**config.mk**
```make
export PLATFORM = sky130hd
export DESIGN_NAME = mem_stage
export DESIGN_NICKNAME = d
export VERILOG_FILES = /design/src/rtl/mem_stage.sv
export SDC_FILE = /design/constraint.sdc
export NUM_CORES = 1
export LEC_CHECK = 0
export CAP_MARGIN = 10
export CELL_PAD_IN_SITES_DETAIL_PLACEMENT = 0
export CELL_PAD_IN_SITES_GLOBAL_PLACEMENT = 2
export CORE_AREA = 3 3 268 191
export DETAILED_ROUTE_END_ITERATION = 7
export DIE_AREA = 0 0 271 194
export PLACE_DENSITY = 0.86
export SETUP_SLACK_MARGIN = 0.2
export SYNTH_ARGS = -nofsm -noshare
export SYNTH_HDL_FRONTEND = slang
export SYNTH_SLANG_ARGS = --single-unit
```
**constraint.sdc**
```tcl
create_clock -name clk -period 2.6 [get_ports clk]
set_clock_uncertainty 0.1 [all_clocks]
set_input_delay 0.26 -clock clk [delete_from_list [all_inputs] [get_ports clk]]
set_output_delay 0.26 -clock clk [all_outputs]
set_load 0.01 [all_outputs]
```
**src/rtl/mem_stage.sv**
```systemverilog
// rtl/mem_stage.sv - MEM stage of the 64-bit RISC-V pipeline: data-memory handshake, stall, branch resolve, MEM/WB register
//
// Optional build macro: MEM_ALIGN_CHECK_EN
//   When defined, a misaligned access (EXM_ALUResult[2:0] != 0) is not issued.
//   The op retires as a bubble, and mem_misalign pulses high for one cycle.
//
// Ports:
//   clk, reset                 clock, synchronous active-high reset
//   EXM_*                      EX/MEM pipeline register outputs (control, ALU result, store data, rd, branch target)
//   dmem_req/we/addr/wdata     registered data-memory request, held until ack or timeout
//   dmem_rdata, dmem_ack       read data and one-cycle completion strobe
//   mem_stall                  combinational hold for the upstream pipeline registers
//   PCSrc, branch_target       combinational branch resolution
//   MW_*                       MEM/WB pipeline register outputs
//   mem_err                    sticky access-timeout flag
//   mem_misalign               one-cycle misaligned-access pulse (MEM_ALIGN_CHECK_EN only)

module mem_stage #(
    parameter int TIMEOUT_CYCLES = 255
) (
    input  logic        clk,
    input  logic        reset,
    input  logic        EXM_RegWrite,
    input  logic        EXM_MemRead,
    input  logic        EXM_MemToReg,
    input  logic        EXM_MemWrite,
    input  logic        EXM_Branch,
    input  logic        EXM_Zero,
    input  logic [63:0] EXM_Adder_out,
    input  logic [63:0] EXM_ALUResult,
    input  logic [63:0] EXM_ReadData2,
    input  logic [4:0]  EXM_rd,
    input  logic [63:0] dmem_rdata,
    input  logic        dmem_ack,
    output logic        dmem_req,
    output logic        dmem_we,
    output logic [63:0] dmem_addr,
    output logic [63:0] dmem_wdata,
    output logic        mem_stall,
    output logic        PCSrc,
    output logic [63:0] branch_target,
    output logic        MW_RegWrite,
    output logic        MW_MemToReg,
    output logic [63:0] MW_ReadData,
    output logic [63:0] MW_ALUResult,
    output logic [4:0]  MW_rd,
    output logic        mem_err
`ifdef MEM_ALIGN_CHECK_EN
    ,
    output logic        mem_misalign
`endif
);

    typedef enum logic {
        IDLE   = 1'b0,
        ACCESS = 1'b1
    } state_t;

    // Last counter value before an access is abandoned.
    localparam logic [7:0] CNT_LAST = 8'(TIMEOUT_CYCLES - 1);

    state_t      state_q, state_d;
    logic        dmem_req_q, dmem_req_d;
    logic        dmem_we_q, dmem_we_d;
    logic [63:0] dmem_addr_q, dmem_addr_d;
    logic [63:0] dmem_wdata_q, dmem_wdata_d;
    logic [7:0]  cnt_q, cnt_d;
    logic        mem_err_q, mem_err_d;
    // Writeback fields of the in-flight memory op, retired on ack.
    logic        hold_regwrite_q, hold_regwrite_d;
    logic        hold_memtoreg_q, hold_memtoreg_d;
    logic [4:0]  hold_rd_q, hold_rd_d;
    logic [63:0] hold_alu_q, hold_alu_d;
    logic        mw_regwrite_q, mw_regwrite_d;
    logic        mw_memtoreg_q, mw_memtoreg_d;
    logic [63:0] mw_readdata_q, mw_readdata_d;
    logic [63:0] mw_aluresult_q, mw_aluresult_d;
    logic [4:0]  mw_rd_q, mw_rd_d;

    logic mem_op;
    logic misaligned;
    logic stall;

`ifdef MEM_ALIGN_CHECK_EN
    logic misalign_q, misalign_d;
    assign misaligned = (EXM_ALUResult[2:0] != 3'b000);
`else
    assign misaligned = 1'b0;
`endif

    assign mem_op = EXM_MemRead | EXM_MemWrite;

    always_comb begin
        state_d         = state_q;
        dmem_req_d      = dmem_req_q;
        dmem_we_d       = dmem_we_q;
        dmem_addr_d     = dmem_addr_q;
        dmem_wdata_d    = dmem_wdata_q;
        cnt_d           = cnt_q;
        mem_err_d       = mem_err_q;
        hold_regwrite_d = hold_regwrite_q;
        hold_memtoreg_d = hold_memtoreg_q;
        hold_rd_d       = hold_rd_q;
        hold_alu_d      = hold_alu_q;
        mw_regwrite_d   = mw_regwrite_q;
        mw_memtoreg_d   = mw_memtoreg_q;
        mw_readdata_d   = mw_readdata_q;
        mw_aluresult_d  = mw_aluresult_q;
        mw_rd_d         = mw_rd_q;
        stall           = 1'b0;
`ifdef MEM_ALIGN_CHECK_EN
        misalign_d      = 1'b0;
`endif

        case (state_q)
            IDLE: begin
                if (mem_op && misaligned) begin
                    mw_regwrite_d = 1'b0;
`ifdef MEM_ALIGN_CHECK_EN
                    misalign_d    = 1'b1;
`endif
                end else if (mem_op) begin
                    stall           = 1'b1;
                    dmem_req_d      = 1'b1;
                    // A malformed op with both flags set is treated as a load.
                    dmem_we_d       = EXM_MemWrite & ~EXM_MemRead;
                    dmem_addr_d     = EXM_ALUResult;
                    dmem_wdata_d    = EXM_ReadData2;
                    cnt_d           = 8'd0;
                    hold_regwrite_d = EXM_RegWrite;
                    hold_memtoreg_d = EXM_MemToReg;
                    hold_rd_d       = EXM_rd;
                    hold_alu_d      = EXM_ALUResult;
                    mw_regwrite_d   = 1'b0;
                    state_d         = ACCESS;
                end else begin
                    mw_regwrite_d  = EXM_RegWrite;
                    mw_memtoreg_d  = EXM_MemToReg;
                    mw_readdata_d  = 64'd0;
                    mw_aluresult_d = EXM_ALUResult;
                    mw_rd_d        = EXM_rd;
                end
            end
            ACCESS: begin
                if (dmem_ack) begin
                    // Stall released in the ack cycle so upstream advances on this same edge.
                    dmem_req_d     = 1'b0;
                    mw_regwrite_d  = hold_regwrite_q;
                    mw_memtoreg_d  = hold_memtoreg_q;
                    mw_readdata_d  = dmem_rdata;
                    mw_aluresult_d = hold_alu_q;
                    mw_rd_d        = hold_rd_q;
                    state_d        = IDLE;
                end else begin
                    stall         = 1'b1;
                    mw_regwrite_d = 1'b0;
                    if (cnt_q == CNT_LAST) begin
                        dmem_req_d = 1'b0;
                        mem_err_d  = 1'b1;
                        state_d    = IDLE;
                    end else begin
                        cnt_d = cnt_q + 8'd1;
                    end
                end
            end
            default: state_d = IDLE;
        endcase
    end

    always_ff @(posedge clk) begin
        if (reset) begin
            state_q         <= IDLE;
            dmem_req_q      <= 1'b0;
            dmem_we_q       <= 1'b0;
            dmem_addr_q     <= 64'd0;
            dmem_wdata_q    <= 64'd0;
            cnt_q           <= 8'd0;
            mem_err_q       <= 1'b0;
            hold_regwrite_q <= 1'b0;
            hold_memtoreg_q <= 1'b0;
            hold_rd_q       <= 5'd0;
            hold_alu_q      <= 64'd0;
            mw_regwrite_q   <= 1'b0;
            mw_memtoreg_q   <= 1'b0;
            mw_readdata_q   <= 64'd0;
            mw_aluresult_q  <= 64'd0;
            mw_rd_q         <= 5'd0;
`ifdef MEM_ALIGN_CHECK_EN
            misalign_q      <= 1'b0;
`endif
        end else begin
            state_q         <= state_d;
            dmem_req_q      <= dmem_req_d;
            dmem_we_q       <= dmem_we_d;
            dmem_addr_q     <= dmem_addr_d;
            dmem_wdata_q    <= dmem_wdata_d;
            cnt_q           <= cnt_d;
            mem_err_q       <= mem_err_d;
            hold_regwrite_q <= hold_regwrite_d;
            hold_memtoreg_q <= hold_memtoreg_d;
            hold_rd_q       <= hold_rd_d;
            hold_alu_q      <= hold_alu_d;
            mw_regwrite_q   <= mw_regwrite_d;
            mw_memtoreg_q   <= mw_memtoreg_d;
            mw_readdata_q   <= mw_readdata_d;
            mw_aluresult_q  <= mw_aluresult_d;
            mw_rd_q         <= mw_rd_d;
`ifdef MEM_ALIGN_CHECK_EN
            misalign_q      <= misalign_d;
`endif
        end
    end

    assign dmem_req      = dmem_req_q;
    assign dmem_we       = dmem_we_q;
    assign dmem_addr     = dmem_addr_q;
    assign dmem_wdata    = dmem_wdata_q;
    assign mem_stall     = stall;
    assign PCSrc         = EXM_Branch & EXM_Zero;
    assign branch_target = EXM_Adder_out;
    assign MW_RegWrite   = mw_regwrite_q;
    assign MW_MemToReg   = mw_memtoreg_q;
    assign MW_ReadData   = mw_readdata_q;
    assign MW_ALUResult  = mw_aluresult_q;
    assign MW_rd         = mw_rd_q;
    assign mem_err       = mem_err_q;
`ifdef MEM_ALIGN_CHECK_EN
    assign mem_misalign  = misalign_q;
`endif

endmodule

```
### After elaboration in Yosys (flattened, before gate mapping)

Cells that the tools add are included.

* register bits after elaboration: 282
* latch bits: 0
* bits in writable memories: 0
* ROM bits: 0
* input bits: 270
* word-level logic and storage cells: 63
* memories kept: 0

* $add $sub $neg: 1
* multipliers: 0
* divide/modulo/power cells: 0
* order comparisons: 0
* equal/unequal tests: 7
* shifts and indexed selects: 0
* muxes and demuxes: 29
* bitwise logic cells: 6
* reduce and logical (&&, ||, !) cells: 5

Operators with widths (count)
* $mux W64: 4
* $pmux W64 S2: 2
* $mux W8: 3
* $pmux W8 S2: 1
* $mux W1: 11
* $mux W5: 2
* $ne A2 B2 Y1 const B: 5
* $pmux W1 S2: 5
* $pmux W5 S2: 1
* $add A8 B1 Y8 const B: 1
* $eq A8 B8 Y1 const B: 1
* $reduce_and A2 Y1: 3
* $reduce_and A3 Y1: 2
* $ne A3 B2 Y1 const B: 1
* $not A1 Y1: 3
* $and A1 B1 Y1: 2
* $or A1 B1 Y1: 1

### Longest topological paths before layout

* word-level depth: 4
* depth in mapped cells: 8
* depth with buffers taken out: 6

### Worst setup path after synthesis

No wires, ideal clock.

* kind: register to register
* start: register state_q
* end: register cnt_q[2]
* arrival: 1.293 ns
* path slack: 1.075 ns
* cell stages (with the launch flop): 8
* clock period less this slack: 1.525 ns
* path through: dfxtp_1 buf_2 and2_1 a21o_1 buf_6 buf_6 o31ai_1 a21oi_1

* cells in the longest elaborated chain, start to end: 3
* elaborated cells on any way between the ends: 6
* those cells by class: 3 x eq/ne; 1 x mux; 1 x bitwise; 1 x reduce/logical

Ends and longest elaborated chain
* start, declared: RTL line 62 `state_t state_q, state_d;`
* start signal, assigned: RTL line 192 `state_q <= state_d;`
* $not A1 Y1 (no source line)
* $ne A2 B2 Y1 (no source line)
* $reduce_and A3 Y1 (no source line)
* end signal, assigned: RTL line 197 `cnt_q <= cnt_d;`
* end, declared: RTL line 67 `logic [7:0] cnt_q, cnt_d;`

Several ways; a longest one is shown, not always the timed one.
A chain may end at the register's enable or synchronous reset.

### Worst setup path after layout

* start: input port EXM_MemWrite
* end: output port mem_stall

* cells in the longest elaborated chain, start to end: 3

Ends and longest elaborated chain
* start, declared: RTL line 26 `input logic EXM_MemWrite,`
* $or A1 B1 Y1: RTL line 91 `assign mem_op = EXM_MemRead | EXM_MemWrite;`
* $mux W1: RTL line 122 `end else if (mem_op) begin`
* $pmux W1 S2: RTL line 115 `case (state_q)`
* end, declared: RTL line 39 `output logic mem_stall,`

No other way between the ends.

==> impl_metrics.tcl <==
set metrics [dict create \
    crit_buf_inv 3 \
    drtIter0Drc 572 \
    crit_chain "clkdlybuf4s50_1 > nor2_1 > a21o_4 > inv_2 > dlygate4sd2_1" \
    wirelength_um 39000 \
    worst-path-stages 5 \
    required_ns 2.24 \
    critPathSlowestCell "clkdlybuf4s50_1" \
    start_util_pct 22.8 \
    rsz0062_at_grt "no" \
    cp.arrival_ns 1.78 \
    maxSlewHeadroom_pct 53.6 \
    clk_pin_slew_ns 0.06 \
    ys_seq_area_share_pct 50.6 \
    path_max_fanout 3 \
    post_drt_wl_per_cell_um 16.9 \
    synth_area_sq_um 11100 \
    worstSkewPairLatency_ns 0.57 \
    period_needed_ns 2.14 \
    grt_first_pass_wirelength_um 60000 \
    grt_max_degree 85 \
    syn_inst 1253 \
    layout-drive-gt1-share_pct 7.89 \
    peakVddDrop_uv 414 \
    cts_tree "done" \
    syn_avg_cell_area_sq_um 8.90 \
    hold_violations 0 \
    power_leakage_nw 6.17 \
    slowest_delay_ns 0.49 \
    ctsRootBufferMaster "clkbuf_16" \
    io_buffers 473 \
    drc 0 \
    viasPerCell 4.34 \
    min_path_cells 3 \
    overflow 0 \
    finalSetupViolCount 0 \
    crit_type "primary input to output pin" \
    cts_sinks 282 \
    die_x_um 271 \
    synth_seq_cells 282 \
    powerDensity_nw_per_um2 668 \
    whs_ns 0.127 \
    ant_nets 0 \
    yosysUniqueCellTypes 37 \
    cp-end-kind "output pin" \
    synth_flop_cell "dfxtp_1" \
    synth_warnings 0 \
    cp_top_family "buffers and inverters" \
    synth-async-reset-ratio_pct 0 \
    clock.fmax_mhz 467 \
    startpoint_type "primary input" \
    min_path_type "primary input to flip-flop" \
    die_h_um 194 \
    dp_hpwl_um 27300 \
    coreArea_sq_um 48900 \
    synthesis.nets 1525 \
    gp_congestion 0.787 \
    maxSlewViolCount 0 \
    num_io_pins 602 \
    htreeDepth 1 \
    grt_pass1_vias 9870 \
    antenna_found_initial 1 \
    fin_util_pct 34.9 \
    status "completed" \
    worstMarginPinSlew_ns 0.696 \
    route.vias.total 9988 \
    grt_usage_pct 14.1 \
    die-area_sq_um 52600 \
    firstDrtPassIters 5 \
    final_nets 1885 \
    reg2reg_depth 5 \
    antenna_cells 0 \
    yosys.cell_count.top_type "dfxtp_1" \
    numCtsBuffers 30 \
    synthTopCellsByArea "dfxtp_1 51%, nand2_1 9.3%, a21oi_1 6.4%, mux2i_1 6.3%, a211oi_2 5.5%" \
    final.period_utilization_pct 82.3 \
    cts_buffer_depth 3 \
    synth_top_cell_area_share_pct 50.6 \
    ff_latch_area_sq_um 5650 \
    yosys.area.top_type "dfxtp_1" \
    n_fill_cell 4980 \
    cap_viol_max_count 0 \
    ff2ff_setup_slack_ns 0.80 \
    setup_tns_ns 0 \
    synthTopCellsByCount "282 x dfxtp_1, 277 x nand2_1, 143 x nor2_1" \
    multi_input_area_sq_um 4540 \
    synth_edf_count 0 \
    core.rowCount 68 \
    area_delta_synth_final_pct 53.0 \
]
placed cells by master (no fill, tap or decap), drive strengths merged, types with 4 or more instances in the layout:
cell and instances:
o21ai 4, nor3 4, nand2 277, clkinv 11, a211oi 72, buf 18
dfxtp 282, mux2i 70, a22oi 64, nor2 144, a21oi 142, clkdlybuf4s50 471
clkbuf 40
worst register-to-register path, cell delays in order (launching register included):
cell     delay, ns
dfxtp_4       0.41
buf_12        0.30
nor2b_1       0.37
o21ai_0       0.19
mux2_2        0.30
nor2_1        0.07
metal layers:
layer | global-route usage [%] | part of all wire [%]
met1 | 18.2 | 44
met2 | 22.4 | 46
met3 | 5.95 | 9.2
met4 | 2.20 | 1.5
met5 | 0 | 0.033
cell type report:
| class | instances | share of cell area, % |
|---|---|---|
| Sequential cell | 282 | 33.1 |
| Timing Repair Buffer | 491 | 29.3 |
| Multi-Input combinational cell | 805 | 26.6 |
| Clock buffer | 40 | 5.04 |
| Tap cell | 665 | 4.88 |
| Clock inverter | 15 | 0.939 |
| Inverter | 3 | 0.0660 |
state kept, by name (all words and copies together), names as in the netlist:
| name | cells |
|---|---|
| MW_ALUResult | 64 |
| MW_ReadData | 64 |
| dmem_wdata | 64 |
| hold_alu_q | 64 |
| cnt_q | 8 |
| MW_rd | 5 |
| hold_rd_q | 5 |
| MW_MemToReg | 1 |
| MW_RegWrite | 1 |
| dmem_req | 1 |
| dmem_we | 1 |
| hold_memtoreg_q | 1 |
| hold_regwrite_q | 1 |
| mem_err | 1 |
| state_q | 1 |
repair_timing:
| item | CTS | global route |
|---|---|---|
| resized for setup | 1 | 0 |
| setup endpoints to repair | 1 | 0 |
| hold endpoints to repair | 32 | 0 |
| buffers inserted | 0 | 0 |
| hold buffers | 1 | 0 |
per-stage QoR:
| stage | cells | setup slack [ns] | area, sq um | power (W) |
|---|---|---|---|---|
| floorplan | 1253 | 1.07 | 11100 | 0.00597 |
| global placement | 2245 | 0.297 | 16000 | 0.00704 |
| detailed placement | 2245 | 0.264 | 16000 | 0.00707 |
| CTS | 2301 | 0.452 | 17100 | 0.0116 |
| global route | 2301 | 0.406 | 17100 | 0.0120 |
| finish | 2301 | 0.460 | 17100 | 0.0114 |
report_power, final:
part	switching (W)	internal [W]	total, W
clock network	0.00184	0.00261	0.00445
logic	0.00104	0.00111	0.00215
registers	0.000178	0.00463	0.00480
total	0.00305	0.00835	0.0114
logic make-up after synthesis:
logic type / after synthesis / synth area share (%)
flip-flops: 282 / 50.6
buffers and inverters: 166 / 8.85
multiplexers: 71 / 6.39
adder cells (fa/ha/maj): 2 / 0.224
AO/OA/AOI/OAI: 293 / 18.7
AND/OR/NAND/NOR: 439 / 15.3
path summary, 6_finish.rpt:
path / start / to
worst max-delay path: EXM_MemWrite / mem_stall
worst min-delay path: EXM_ReadData2[30] / dmem_wdata[30]
worst max register to register: state_q / cnt_q[1]
worst min register to register: dmem_wdata[12] / dmem_wdata[12]
(Power assumes the default switching activity.)
==> edit 1, RTL diff (same settings) <==
Make the reset (`reset`) asynchronous in one clocked block. Comments in the files are not updated.
--- a/src/rtl/mem_stage.sv
+++ b/src/rtl/mem_stage.sv
@@ -169,3 +169,3 @@
 
-    always_ff @(posedge clk) begin
+    always_ff @(posedge clk or posedge reset) begin
         if (reset) begin
Check against the original RTL: not equivalent (Yosys sat finds a counterexample within 4 cycles, from zero or initial values and one cycle with reset high; the reset may be asserted at any time).
==> edit 1 against the unedited design <==
- synthesized area rose by 3.5%
- routed wire length shrank 6.8%
- sequential cell count unchanged
- final area up 4.5%
- critical path depth down 1
- setup slack lost 0.048 ns
- register-to-register slack worse by 0.05 ns
- critical endpoint unchanged
Power is not compared: it rests on default switching activity, and its combinational part moved more than twofold at a synthesized area within 25%.
==> edit 1: results (changes against the unedited design) <==
| Metric | Value |
|---|---|
| Run status | `complete, no violations` |
| Post-synth cell types | `33 (-11%)` |
| Synthesis-to-layout area growth | `54.4%` |
| DP Area | `16700 um^2 (+4.4%)` |
| Avg Inst Size Synth | `13.3 um^2 (+49%)` |
| Final non-filler cell total | `1968 (-14%)` |
| R2R Setup Slk | `0.75 ns (-0.05 ns)` |
| Hold Crit Start | `dmem_rdata[4]` |
| Clock transition at path regs | `0.07 ns` |
| Critical path peak fanout | `4 (+1)` |
| Layout cells sized above 1 | `16.7% (+8.8 points)` |
| Worst r2r src | `state_q` |
| WL per Instance | `18.5 um (+9.0%)` |
| Root Buffer | `clkbuf_16` |
| Setup bufs post-CTS | `0 (unchanged)` |
| Critical R2R Capture | `cnt_q[4]` |
| Commonest cells post-synth | `dfrtp_1, mux2_2, nand2_1` |
| Largest net degree at the start of global routing | `78 (-8.2%)` |
| First-pass GRT wire length | `55.8 mm (-7.0%)` |
| Slowest-stage cell, CP | `dfrtp_4` |
| Vias per inst | `4.27 (-1.6%)` |
| Hold Crit Class | `input pin to flop` |
| IO buf count | `473 (unchanged)` |
| Synth area leaders | `dfrtp_1, mux2_2, mux2i_1, a22o_1, buf_4` |
| Pre-CTS setup slack | `0.421 ns (+0.157 ns)` |
| Post-synth ARST share | `100% (+100 points)` |
| Overall Global Routing Usage | `13.4% (-0.72 points)` |
| Detail Placement HPWL | `26.4 mm (-3.6%)` |
| CP top delay family | `flip-flops` |
| Syn_nets | `1141 (-25%)` |
| Iteration-0 DRC Markers | `359 (-37%)` |
| Placer Congestion | `0.845 (+7.3%)` |
| Num CTS Buffers | `31 (+3.3%)` |
| Final #Nets | `1551 (-18%)` |
| Worst slew pin tran | `0.760 ns (+0.0633 ns)` |
| CP arrival | `1.83 ns (+0.05 ns)` |
| WHS Endpoint | `MW_ReadData[4]` |
| Initial antenna violation count | `3 (+2)` |
| FILL cells | `4778 (-4.1%)` |
| Number of global-route vias before repair | `8788 (-11%)` |
| Detailed Routing Iterations Pass 1 | `4 (-1)` |
| Hold Path Stages | `2 (-1)` |
| Placed cell count | `1910 (-15%)` |
| Top cell type's share of synthesized area | `61.2% (+11 points)` |
| Hold Slack | `0.198 ns (+0.0704 ns)` |
| Post-synthesis sequential area ratio | `61.2% (+11 points)` |
-- edit 1: changes by cell type in the layout (fill, tap and decap cells not counted), moves of 65 or more --
| cell | before | now |
|---|---|---|
| a21oi_1 | 142 | 4 |
| mux2_2 | 1 | 135 |
| dfxtp_1 | 281 | 0 |
| nand2_1 | 277 | 75 |
| nor2_1 | 143 | 6 |
| dfrtp_1 | 0 | 281 |
| o21ai_0 | 4 | 69 |
-- edit 1: cell families after synthesis --
kind of cell | count (synthesis) | synth area share, %
mux | 206 | 19.3
flops | 282 | 61.2
buf+inv | 122 | 6.56
fa+ha+maj | 2 | 0.217
compound gates | 157 | 9.12
simple gates | 100 | 3.62
-- edit 1: what timing repair did --
item / 4_1_cts / 5_1_grt
hold endpoints to repair: 7 / 0
setup endpoints to repair: 1 / 0
hold buffers: 1 / 0
resized for setup: 1 / 0
-- edit 1: area by class of cell --
type / instances / share of cell area (%)
sequential: 282 / 39.6
timing repair buffer: 495 / 28.6
multi-input combinational: 465 / 21.0
clock buffer: 42 / 5.09
tap: 665 / 4.67
clock inverter: 15 / 0.934
inverter: 4 / 0.133
-- edit 1: layer usage --
metal / share of wire [%] / vias up / global-route usage, %
met2: 44 / 340 / 20.5
met3: 11 / 55 / 6.53
met4: 2.0 / 6 / 2.48
met1: 43 / 4167 / 17.2
li1: - / 3836 / -
met5: 0.13 / - / 0
-- edit 1: report_power, final --
part	internal (mW)	switching (mW)	leakage [nW]
clock	2.73	1.87	0.532
sequential	5.36	0.617	3.41
combinational	2.64	1.82	3.68
-- edit 1: worst max path at each step --
| stage | startpoint | to | slack (ns) | cells past startpoint |
|---|---|---|---|---|
| after floorplan | reset | MW_ALUResult[0] | -1.50 | 1 |
| after global placement | EXM_MemWrite | mem_stall | 0.41 | 5 |
| after detailed placement | EXM_MemWrite | mem_stall | 0.42 | 5 |
| after CTS | state_q | mem_stall | 0.35 | 4 |
| after global routing | state_q | mem_stall | 0.32 | 4 |
| final | state_q | mem_stall | 0.41 | 4 |
==> edit 2, RTL diff (same settings) <==
Made on the original files. Set the parameter `TIMEOUT_CYCLES` to 191 (it was 255).
--- a/src/rtl/mem_stage.sv
+++ b/src/rtl/mem_stage.sv
@@ -18,3 +18,3 @@
 module mem_stage #(
-    parameter int TIMEOUT_CYCLES = 255
+    parameter int TIMEOUT_CYCLES = 191
 ) (
Formal check against the unedited RTL: same outputs for any inputs over 4 cycles, from zero or initial values and one cycle with reset high; that may be too few to reach the edited logic, so the function may still have changed.
==> edit 2 against the unedited design <==
- synthesized area grew 1.6%
- power increased by 1.8%
- sequential share of layout area down 0.24 points
- setup slack better by 0.059 ns
- final area increased by 0.73%
- sequential cell count unchanged
- routed wire length is 2.0% higher
- first-iteration DRC count fell by 27%
- non-clock buffer count shrank 2
- maximum frequency grew 2.9%
- die area stayed put
- count of clock-buffer cells in the layout grew 9
- critical path type is now flop to flop
- largest cell class unchanged
- largest power group unchanged
==> edit 2: results (changes against the unedited design) <==
| Metric | Value |
|---|---|
| Antenna Cells | `0 (unchanged)` |
| Worst VDD drop | `0.000392 V (-5.4%)` |
| Largest net degree at the start of global routing | `105 (+24%)` |
| Num CTS Buffers | `31 (+3.3%)` |
| Synth area leaders | `dfxtp_1, nand2_1, a211oi_2, mux2i_1, a21oi_1` |
| WL per Instance | `17.3 um (+2.1%)` |
| Iteration-0 DRC Markers | `416 (-27%)` |
| Final #Nets | `1883 (-0.11%)` |
| Syn_nets | `1527 (+0.13%)` |
| Hold Crit Start | `reset` |
| Overall Global Routing Usage | `14.3% (+0.25 points)` |
| Vias per inst | `4.34 (-0.12%)` |
| Pre-CTS setup slack | `0.234 ns (-0.0303 ns)` |
| Initial antenna violation count | `0 (-1)` |
| Worst r2r src | `cnt_q[0]` |
| Congestion Overflow GR | `0 (unchanged)` |
| Worst setup path class | `flop to flop` |
| P_leak | `6.19 nW (+0.22%)` |
| Worst slew pin tran | `0.832 ns (+0.136 ns)` |
| Hold Crit Class | `input pin to flop` |
| Layout cells sized above 1 | `8.94% (+1.1 points)` |
| Commonest cells post-synth | `dfxtp_1, nand2_1, a21oi_1` |
| FILL cells | `4886 (-1.9%)` |
| Placer Congestion | `0.791 (+0.47%)` |
| CP top delay family | `compound AO/OA/AOI/OAI gates` |
| Detailed Routing Iterations Pass 1 | `5 (unchanged)` |
| Htree depth | `1 (unchanged)` |
| Number of global-route vias before repair | `10028 (+1.6%)` |
| Slowest-stage cell, CP | `o21ai_1` |
| First-pass GRT wire length | `61.1 mm (+1.8%)` |
| Run status | `complete, no violations` |
| CP max stage delay | `0.69 ns (+0.20 ns)` |
| Psw | `3.13 mW (+2.4%)` |
| Critical path peak fanout | `12 (+9)` |
| Post-synthesis sequential area ratio | `49.8% (-0.82 points)` |
| Post-synth cell types | `40 (+8.1%)` |
| Detail Placement HPWL | `27.1 mm (-1.0%)` |
| CP arrival | `2.49 ns (+0.71 ns)` |
edit 2: cell count changes after synthesis, sizes merged, moves of 3 or more:
| cell | delta |
|---|---|
| nand3 | +4 |
| nand4b | +4 |
| nor3 | -4 |
| nand2 | -3 |
edit 2: path summary, 6_finish.rpt:
path | end | slack [ns] | depth (start not counted)
max | cnt_q[1] | 0.52 | 6
min | MW_ReadData[60] | 0.07 | 2
max reg2reg | cnt_q[1] | 0.52 | 6
min reg2reg | dmem_wdata[43] | 0.35 | 2
edit 2: final cells by class:
type,count,area share [%]
tap,665,4.84
inverter,3,0.0655
clock buffer,49,5.56
multi-input combinational,804,27.2
clock inverter,7,0.539
timing repair buffer,489,28.9
sequential,282,32.9
edit 2: what timing repair did:
item,in CTS,in global routing
setup endpoints to repair,1,0
hold buffers,0,0
endpoints found under the hold margin,0,0
setup buffers,0,0
gates resized for setup,1,0
edit 2: power groups by stage:
stage | sequential [mW] | combinational [mW] | clock [mW]
2_1_floorplan | 5.03 | 1.04 | 0
3_3_place_gp | 4.90 | 2.24 | 0
3_5_place_dp | 4.91 | 2.26 | 0
4_1_cts | 4.82 | 2.27 | 4.74
5_1_grt | 4.86 | 2.41 | 4.87
6_report | 4.82 | 2.23 | 4.55
edit 2: logic make-up after synthesis:
group	Yosys count	share of synthesized area, %
buffers and inverters	169	9.21
DFF	282	49.8
adders and majority gates	2	0.221
AOI/OAI and AO/OA	288	19.0
and+or+nand+nor	442	15.4
muxes	72	6.37
edit 2: metal layers:
| layer | vias to the layer above | global-route usage [%] | wire length [um] |
|---|---|---|---|
| met3 | 51 | 5.37 | 3320 |
| met2 | 341 | 22.7 | 17900 |
| met4 | 0 | 3.09 | 857 |
| met5 | - | 0 | 0 |
| li1 | 4892 | - | - |
| met1 | 4683 | 18.6 | 17700 |
edit 2: metrics by stage:
stage | hold slack [ns] | power (mW) | instance area (um^2) | cells | utilization [%]
2_1_floorplan | 0.260 | 6.06 | 11300 | 1255 | -
3_3_place_gp | 0.341 | 7.14 | 16100 | 2243 | 33.0
3_5_place_dp | 0.346 | 7.17 | 16100 | 2243 | 33.0
4_1_cts | 0.0357 | 11.8 | 17200 | 2299 | 35.1
5_1_grt | 0.0669 | 12.1 | 17200 | 2299 | 35.1
6_report | 0.0677 | 11.6 | 17200 | 2299 | 35.1
